`config.mk`:
```
export PLATFORM = sky130hd
export DESIGN_NAME = io_timer_periph
export DESIGN_NICKNAME = d
export VERILOG_FILES = /design/src/rtl/io_timer_periph.sv
export SDC_FILE = /design/constraint.sdc
export NUM_CORES = 1
export LEC_CHECK = 0
export CAP_MARGIN = 0
export CORE_ASPECT_RATIO = 0.7
export CORE_UTILIZATION = 47
export CTS_CLUSTER_SIZE = 30
export DETAILED_ROUTE_END_ITERATION = 6
export PLACE_DENSITY = 0.71
export SETUP_SLACK_MARGIN = 0.5
export SLEW_MARGIN = 15
export SYNTH_ARGS = -nofsm -noshare
export SYNTH_HDL_FRONTEND = slang
export SYNTH_SLANG_ARGS = --single-unit
```
`constraint.sdc`:
```
create_clock -name CLK -period 1.8 [get_ports CLK]
set_input_delay 0.36 -clock CLK [delete_from_list [all_inputs] [get_ports CLK]]
set_output_delay 0.36 -clock CLK [all_outputs]
set_load 0.05 [all_outputs]
```
`src/rtl/io_timer_periph.sv`:
```
// Memory-mapped LED/switch/timer peripheral: eight 16-bit registers behind a
// simple select/read-write bus, a prescaled compare timer and a level interrupt.
module io_timer_periph #(
    parameter int SYNC_STAGES = 2
) (
    input  logic        CLK,
    input  logic        RESET_N,
    input  logic        mem1_ena,
    input  logic        d_rw,
    input  logic [2:0]  addr,
    input  logic [15:0] mem1_dout,
    output logic [15:0] mem1_din,
    input  logic [15:0] sw_i,
    output logic [15:0] led_o,
    output logic        irq_o
);

    typedef enum logic [2:0] {
        REG_LED    = 3'd0,
        REG_SW     = 3'd1,
        REG_CTRL   = 3'd2,
        REG_PRESC  = 3'd3,
        REG_COUNT  = 3'd4,
        REG_CMP    = 3'd5,
        REG_STATUS = 3'd6,
        REG_RSVD   = 3'd7
    } reg_addr_e;

    reg_addr_e   reg_sel;
    logic        wr_en, rd_en;
    logic        wr_led, wr_ctrl, wr_presc, wr_count, wr_cmp, wr_status;
    logic        tick, match_hit;
    logic [15:0] rd_mux;

    logic [15:0] sw_sync [SYNC_STAGES];
    logic [15:0] led_q, presc_q, count_q, cmp_q, presc_cnt;
    logic        ctrl_en, ctrl_ar, ctrl_ien, match_q;

    assign reg_sel   = reg_addr_e'(addr);
    assign wr_en     = mem1_ena & d_rw;
    assign rd_en     = mem1_ena & ~d_rw;
    assign wr_led    = wr_en && (reg_sel == REG_LED);
    assign wr_ctrl   = wr_en && (reg_sel == REG_CTRL);
    assign wr_presc  = wr_en && (reg_sel == REG_PRESC);
    assign wr_count  = wr_en && (reg_sel == REG_COUNT);
    assign wr_cmp    = wr_en && (reg_sel == REG_CMP);
    assign wr_status = wr_en && (reg_sel == REG_STATUS);

    // A bus write to COUNT overrides the timer on that edge, so the tick is dropped.
    assign tick      = ctrl_en && (presc_cnt == presc_q) && !wr_count;
    assign match_hit = tick && (count_q == cmp_q);

    assign led_o = led_q;
    assign irq_o = match_q & ctrl_ien;

    // NOTE: every flop here is reset, including the synchronizer, so sw reads 0 after reset.
    always_ff @(posedge CLK or negedge RESET_N) begin
        if (!RESET_N) begin
            for (int i = 0; i < SYNC_STAGES; i++) sw_sync[i] <= '0;
        end else begin
            sw_sync[0] <= sw_i;
            for (int i = 1; i < SYNC_STAGES; i++) sw_sync[i] <= sw_sync[i-1];
        end
    end

    // NOTE: always_comb with a default on every path so no latch is inferred.
    always_comb begin
        rd_mux = '0;
        case (reg_sel)
            REG_LED:    rd_mux = led_q;
            REG_SW:     rd_mux = sw_sync[SYNC_STAGES-1];
            REG_CTRL:   rd_mux = {13'd0, ctrl_ien, ctrl_ar, ctrl_en};
            REG_PRESC:  rd_mux = presc_q;
            REG_COUNT:  rd_mux = count_q;
            REG_CMP:    rd_mux = cmp_q;
            REG_STATUS: rd_mux = {15'd0, match_q};
            default:    rd_mux = '0;
        endcase
    end

    // NOTE: non-blocking assignments so every register samples pre-edge values.
    always_ff @(posedge CLK or negedge RESET_N) begin
        if (!RESET_N) begin
            led_q     <= '0;
            presc_q   <= '0;
            count_q   <= '0;
            cmp_q     <= '0;
            presc_cnt <= '0;
            ctrl_en   <= 1'b0;
            ctrl_ar   <= 1'b0;
            ctrl_ien  <= 1'b0;
            match_q   <= 1'b0;
            mem1_din  <= '0;
        end else begin
            if (wr_led)   led_q   <= mem1_dout;
            if (wr_presc) presc_q <= mem1_dout;
            if (wr_cmp)   cmp_q   <= mem1_dout;

            if (wr_ctrl) begin
                ctrl_en  <= mem1_dout[0];
                ctrl_ar  <= mem1_dout[1];
                ctrl_ien <= mem1_dout[2];
            end else if (match_hit && !ctrl_ar) begin
                ctrl_en  <= 1'b0;
            end

            if (wr_count)                 count_q <= mem1_dout;
            else if (match_hit && ctrl_ar) count_q <= '0;
            else if (tick && !match_hit)   count_q <= count_q + 16'd1;

            // Hardware set beats a coincident write-1-to-clear.
            if (match_hit)                       match_q <= 1'b1;
            else if (wr_status && mem1_dout[0])  match_q <= 1'b0;

            if (!ctrl_en || wr_presc || wr_count || tick) presc_cnt <= '0;
            else                                          presc_cnt <= presc_cnt + 16'd1;

            if (rd_en) mem1_din <= rd_mux;
        end
    end

endmodule

```
Yosys cells after proc, flatten, opt, wreduce, memory -nomap -nowiden
Cells that the tools add are included.
- add/sub/neg operators: 2
- multiply operators: 0
- div/mod/pow operators: 0
- order comparisons: 0
- equal/unequal tests: 8
- shift-type cells: 0
- multiplexer cells: 9
- bitwise logic cells: 4
- reduce and logical (&&, ||, !) cells: 24
- operators by type and width (kind ; number):
    case mux 16 bit (7 select lines) ; 1
    2-to-1 mux 16 bit ; 4
    adder 16 x 1 -> 16 bit (second input constant) ; 2
    == test 16 bit ; 2
    logical AND 1 bit ; 13
    == test 3 bit (second input constant) ; 3
    == test 3 x 2 -> 1 bit (second input constant) ; 2
    zero test 1 bit ; 4
    2-to-1 mux 1 bit ; 4
    nonzero test 2 bit ; 2
    bitwise AND 1 bit ; 3
    == test 3 x 1 -> 1 bit (second input constant) ; 1
    zero test 3 bit ; 1
    logical OR 1 bit ; 3
    nonzero test 3 bit ; 1
    NOT 1 bit ; 1
- bits in registers: 132
- bits in latches: 0
- memory bits (writable): 0
- memory bits (read-only): 0
- output and inout port bits: 33
- word-level logic and storage cells: 59
- memories kept: 0

Depth between registers and ports, before layout
- word-level depth: 10
- gate-level depth with buffers: 9

Worst setup path before layout
OpenSTA, ideal clock, no wires.
- path kind: reg-to-reg
- start point: register presc_cnt[6]
- end point: register count_q[7]
- data arrival time: 1755 ps
- slack: -78 ps
- cell stages (with the launch flop): 9
- path buffers: 2
- path through: dfrtp_1 > buf_6 > xor2_2 > nor4_4 > nand4_1 > nor4_2 > buf_4 > nor3_1 > o221a_1
- longest elaborated chain between the ends: 7
- elaborated cells between the ends (all ways): 10
- those cells by class: 1 x eq/ne; 2 x mux; 7 x reduce/logical
- ends and longest elaborated chain (what ; line ; RTL):
    start, declared ; 36 ; logic [15:0] led_q, presc_q, count_q, cmp_q, presc_cnt;
    start signal, assigned ; 116 ; else presc_cnt <= presc_cnt + 16'd1;
    == test 16 bit (*) ; 50 ; assign tick = ctrl_en && (presc_cnt == presc_q) && !wr_count;
    logical AND 1 bit (*) (2 in series) ; 50 ;
    logical AND 1 bit ; 51 ; assign match_hit = tick && (count_q == cmp_q);
    logical AND 1 bit / zero test 1 bit (equally long branches) ; 108, 109 ;
    2-to-1 mux 16 bit / logical AND 1 bit (equally long branches) ; 108, 109 ;
    2-to-1 mux 16 bit / nonzero test 3 bit (equally long branches) ; n/a ;
    end signal, assigned ; 107 ; if (wr_count) count_q <= mem1_dout;
    end signal, assigned ; 109 ; else if (tick && !match_hit) count_q <= count_q + 16'd1;
    end, declared ; 36 ;
Every way passes the cells marked *; elsewhere a longest branch is shown, timed or not.
A chain may end at the register's enable or synchronous reset.

Final worst setup path
- start point: register cmp_q[5]
- end point: register count_q[12]
- longest elaborated chain between the ends: 5
- elaborated cells between the ends (all ways): 8
- those cells by class: 1 x eq/ne; 2 x mux; 5 x reduce/logical
- ends and longest elaborated chain (what ; line ; RTL):
    start, declared ; 36 ;
    start signal, assigned ; 97 ; if (wr_cmp) cmp_q <= mem1_dout;
    == test 16 bit (*) ; 51 ;
    logical AND 1 bit (*) ; 51 ;
    logical AND 1 bit / zero test 1 bit (equally long branches) ; 108, 109 ;
    2-to-1 mux 16 bit / logical AND 1 bit (equally long branches) ; 108, 109 ;
    2-to-1 mux 16 bit / nonzero test 3 bit (equally long branches) ; n/a ;
Marked as above.

==> results.sh <==
export IMPL_synth_area_um2=6334
export IMPL_ios=72
export IMPL_dp_final_hpwl_um=13850
export IMPL_hold_class="flip-flop to flip-flop"
export IMPL_ys_types=57
export IMPL_ys_flop_type="dfrtp_1"
export IMPL_place_area_um2=8178
export IMPL_antenna_found_initial=0
export IMPL_start_kind="flip-flop"
export IMPL_die_area_um2=13950
export IMPL_ys_seq_elements=132
export IMPL_routedWlPerCell_um=23.59
export IMPL_hold_violations=0
export IMPL_pre_cts_ws_ps=-558.9
export IMPL_initial_core_util_pct=48.21
export IMPL_synth_largest_area_cell="dfrtp_1"
export IMPL_clk_latency_ps=430
export IMPL_cp_max_fo=8
export IMPL_synth_common_cells="dfrtp_1, nor2_1, mux2_2"
export IMPL_worstSetupStartpoint="cmp_q[5]$_DFFE_PN0P_"
export IMPL_synth_warnings=0
export IMPL_post_route_util_pct=76.09
export IMPL_cts_sinks=132
export IMPL_run_status="finished with violations"
export IMPL_grt_pass1_wl_um=33520
export IMPL_leakagePower_nw=4.611
export IMPL_synth_edff_count=0
export IMPL_routed_wl_um=23030
export IMPL_netlist_area_leader_share_pct=52.15
export IMPL_rsz0062_at_grt="true"
export IMPL_r2r_start="cmp_q[5]$_DFFE_PN0P_"
export IMPL_ys_seq_area_share_pct=52.15
export IMPL_period_share_pct=125.4
export IMPL_relSlewSlack_pct=68.68
export IMPL_maxCapViolations=0
export IMPL_cts_root_buffer="clkbuf_16"
export IMPL_reg2reg_to="count_q[12]$_DFFE_PN0P_"
export IMPL_firstDrtPassIters=5
export IMPL_endpoint_kind="flip-flop"
export IMPL_drc=0
export IMPL_r2r_cells=9
export IMPL_final_antenna_net_count=0
export IMPL_critPathCapture="count_q[12]$_DFFE_PN0P_"
export IMPL_tightest_slew_ps=469.9
export IMPL_gp_congestion=0.9430
export IMPL_clockBufferDepth=2
export IMPL_die_y_um=99.13
export IMPL_drtIter0Drc=587
export IMPL_tns_ps=-7811
export IMPL_grt_pass1_vias=5822
export IMPL_cts_buffers=17
export IMPL_final_area_um2=9996
export IMPL_violations="negative setup slack"
export IMPL_synth_area_leaders="dfrtp_1, mux2_2, xor2_1"
export IMPL_clk_pin_slew_ps=60
export IMPL_avgSynthCellArea_um2=11.11
export IMPL_diodes=0
export IMPL_worst_slack_ps=-456.6
export IMPL_grtUsageTotal_pct=32.84
export IMPL_grt_max_degree=47
export IMPL_synth_cells=570
export IMPL_fin_nets=838
export IMPL_io_buffer_count=71
export IMPL_drive_gt1_share_pct=46.05
export IMPL_via_per_inst=6.004
export IMPL_crit_type="flip-flop to flip-flop"
export IMPL_num_rows=35
export IMPL_final_setup_skew_ps=8.032
export IMPL_crit_arrival_ps=2560
export IMPL_ir_drop_v=0.0006942
export IMPL_report_final_slew_viol_count=0
export IMPL_cts_htree_levels=4
export IMPL_worst_r2r_setup_slack_ps=-460
export IMPL_die_w_um=140.7
export IMPL_syn_num_nets=611
export IMPL_async_flop_share_pct=100.0
export IMPL_grt_ovfl_total=0
export IMPL_area_growth_pct=57.82
export IMPL_powerDensity_nw_per_um2=1086
export IMPL_cts_tree="done"
export IMPL_timing_fmax_mhz=443.1
export IMPL_setup_viol=33
export IMPL_synth_most_common_cell="dfrtp_1"
export IMPL_core_area_um2=13140
export IMPL_vias=5860
export IMPL_crit_required_ps=2100
export IMPL_min_period_ps=2257
==> critical path, stage by stage (launching register included) <==
cell and delay, ps:
dfrtp_1 400, xor2_1 170, nor4_1 300, buf_4 180, nand4_1 190, buf_4 220
nor4_4 260, buf_6 210, nor3_2 60, o221a_1 140
==> flip-flops by register name, summed over array words and instances (netlist names) <==
signal     flops
presc_q       16
cmp_q         16
sw_sync       32
led_o         16
match_q        1
mem1_din      16
ctrl_ien       1
ctrl_en        1
presc_cnt     16
ctrl_ar        1
count_q       16
==> where the power goes <==
group	internal, mW	leakage, nW	switching, mW
Combinational	1.70	2.68	1.79
Clock	2.12	0.291	1.48
Sequential	3.38	1.64	0.383
==> worst min-delay path by stage <==
stage | startpoint | end | slack (ps) | cells past startpoint
4_1_cts | sw_sync[22]$_DFF_PN0_ | sw_sync[6]$_DFF_PN0_ | 350 | 0
2_1_floorplan | RESET_N | cmp_q[0]$_DFFE_PN0P_ | 60 | 0
3_3_place_gp | RESET_N | presc_cnt[4]$_DFF_PN0_ | 330 | 1
5_1_grt | sw_sync[22]$_DFF_PN0_ | sw_sync[6]$_DFF_PN0_ | 350 | 0
6_report | sw_sync[16]$_DFF_PN0_ | sw_sync[0]$_DFF_PN0_ | 350 | 0
3_5_place_dp | RESET_N | presc_cnt[4]$_DFF_PN0_ | 330 | 1
==> routing by layer <==
metal	track usage (%)	part of all wire, %	vias up	wire (µm)
li1	-	-	2492	-
met1	45.58	42	2905	9596
met2	49.64	45	381	10470
met3	7.415	8.9	82	2039
met4	14.63	4.0	0	922
met5	0	0	-	0
==> area by class of cell <==
type                    instances  area, µm²
clock buffers                  18      439.2
clock inverters                14      165.2
fillers                       763       3142
inverters                       6      27.53
multi-input cells             400       3478
flip-flops and latches        132       3306
well taps                     166      207.7
repair buffers                240       2372
==> cell families after synthesis <==
logic type / share of synthesized area, %
xor gates and xnor gates: 6.618
AOI/OAI and AO/OA: 11.28
adders and majority gates: 0.3950
DFF: 52.15
muxes: 12.64
and+or+nand+nor: 13.75
buffers and inverters: 3.161
==> per-stage QoR <==
stage          hold WS, ps  std cells  power, mW
2_1_floorplan        64.41        570      5.241
3_3_place_gp         325.7        886      6.368
3_5_place_dp         331.7        886      6.436
4_1_cts              348.0        966      10.53
5_1_grt              354.2        976      11.18
6_report             348.0        976      10.86
==> layout by cell type, fill, tap and decap left out, types with 14 or more instances in the layout <==
cell               n
dfrtp_1          130
a21oi_1           16
buf_4            124
xor2_1            35
mux2_4            44
nand2_1           41
clkdlybuf4s50_1   32
nor2_1            36
clkbuf_16         17
buf_6             60
o21ai_0           15
mux2i_1           14
nor2_4            15
==> repair_timing <==
item / CTS / global route
setup endpoints to repair: 133 / 105
cloned: 5 / 0
endpoints found under the hold margin: 43 / 0
resized for setup: 131 / 62
hold buffers: 1 / 0
setup buffers: 42 / 10
pin swaps: 19 / 15
Note: power is estimated with default switching activity, not from simulation.
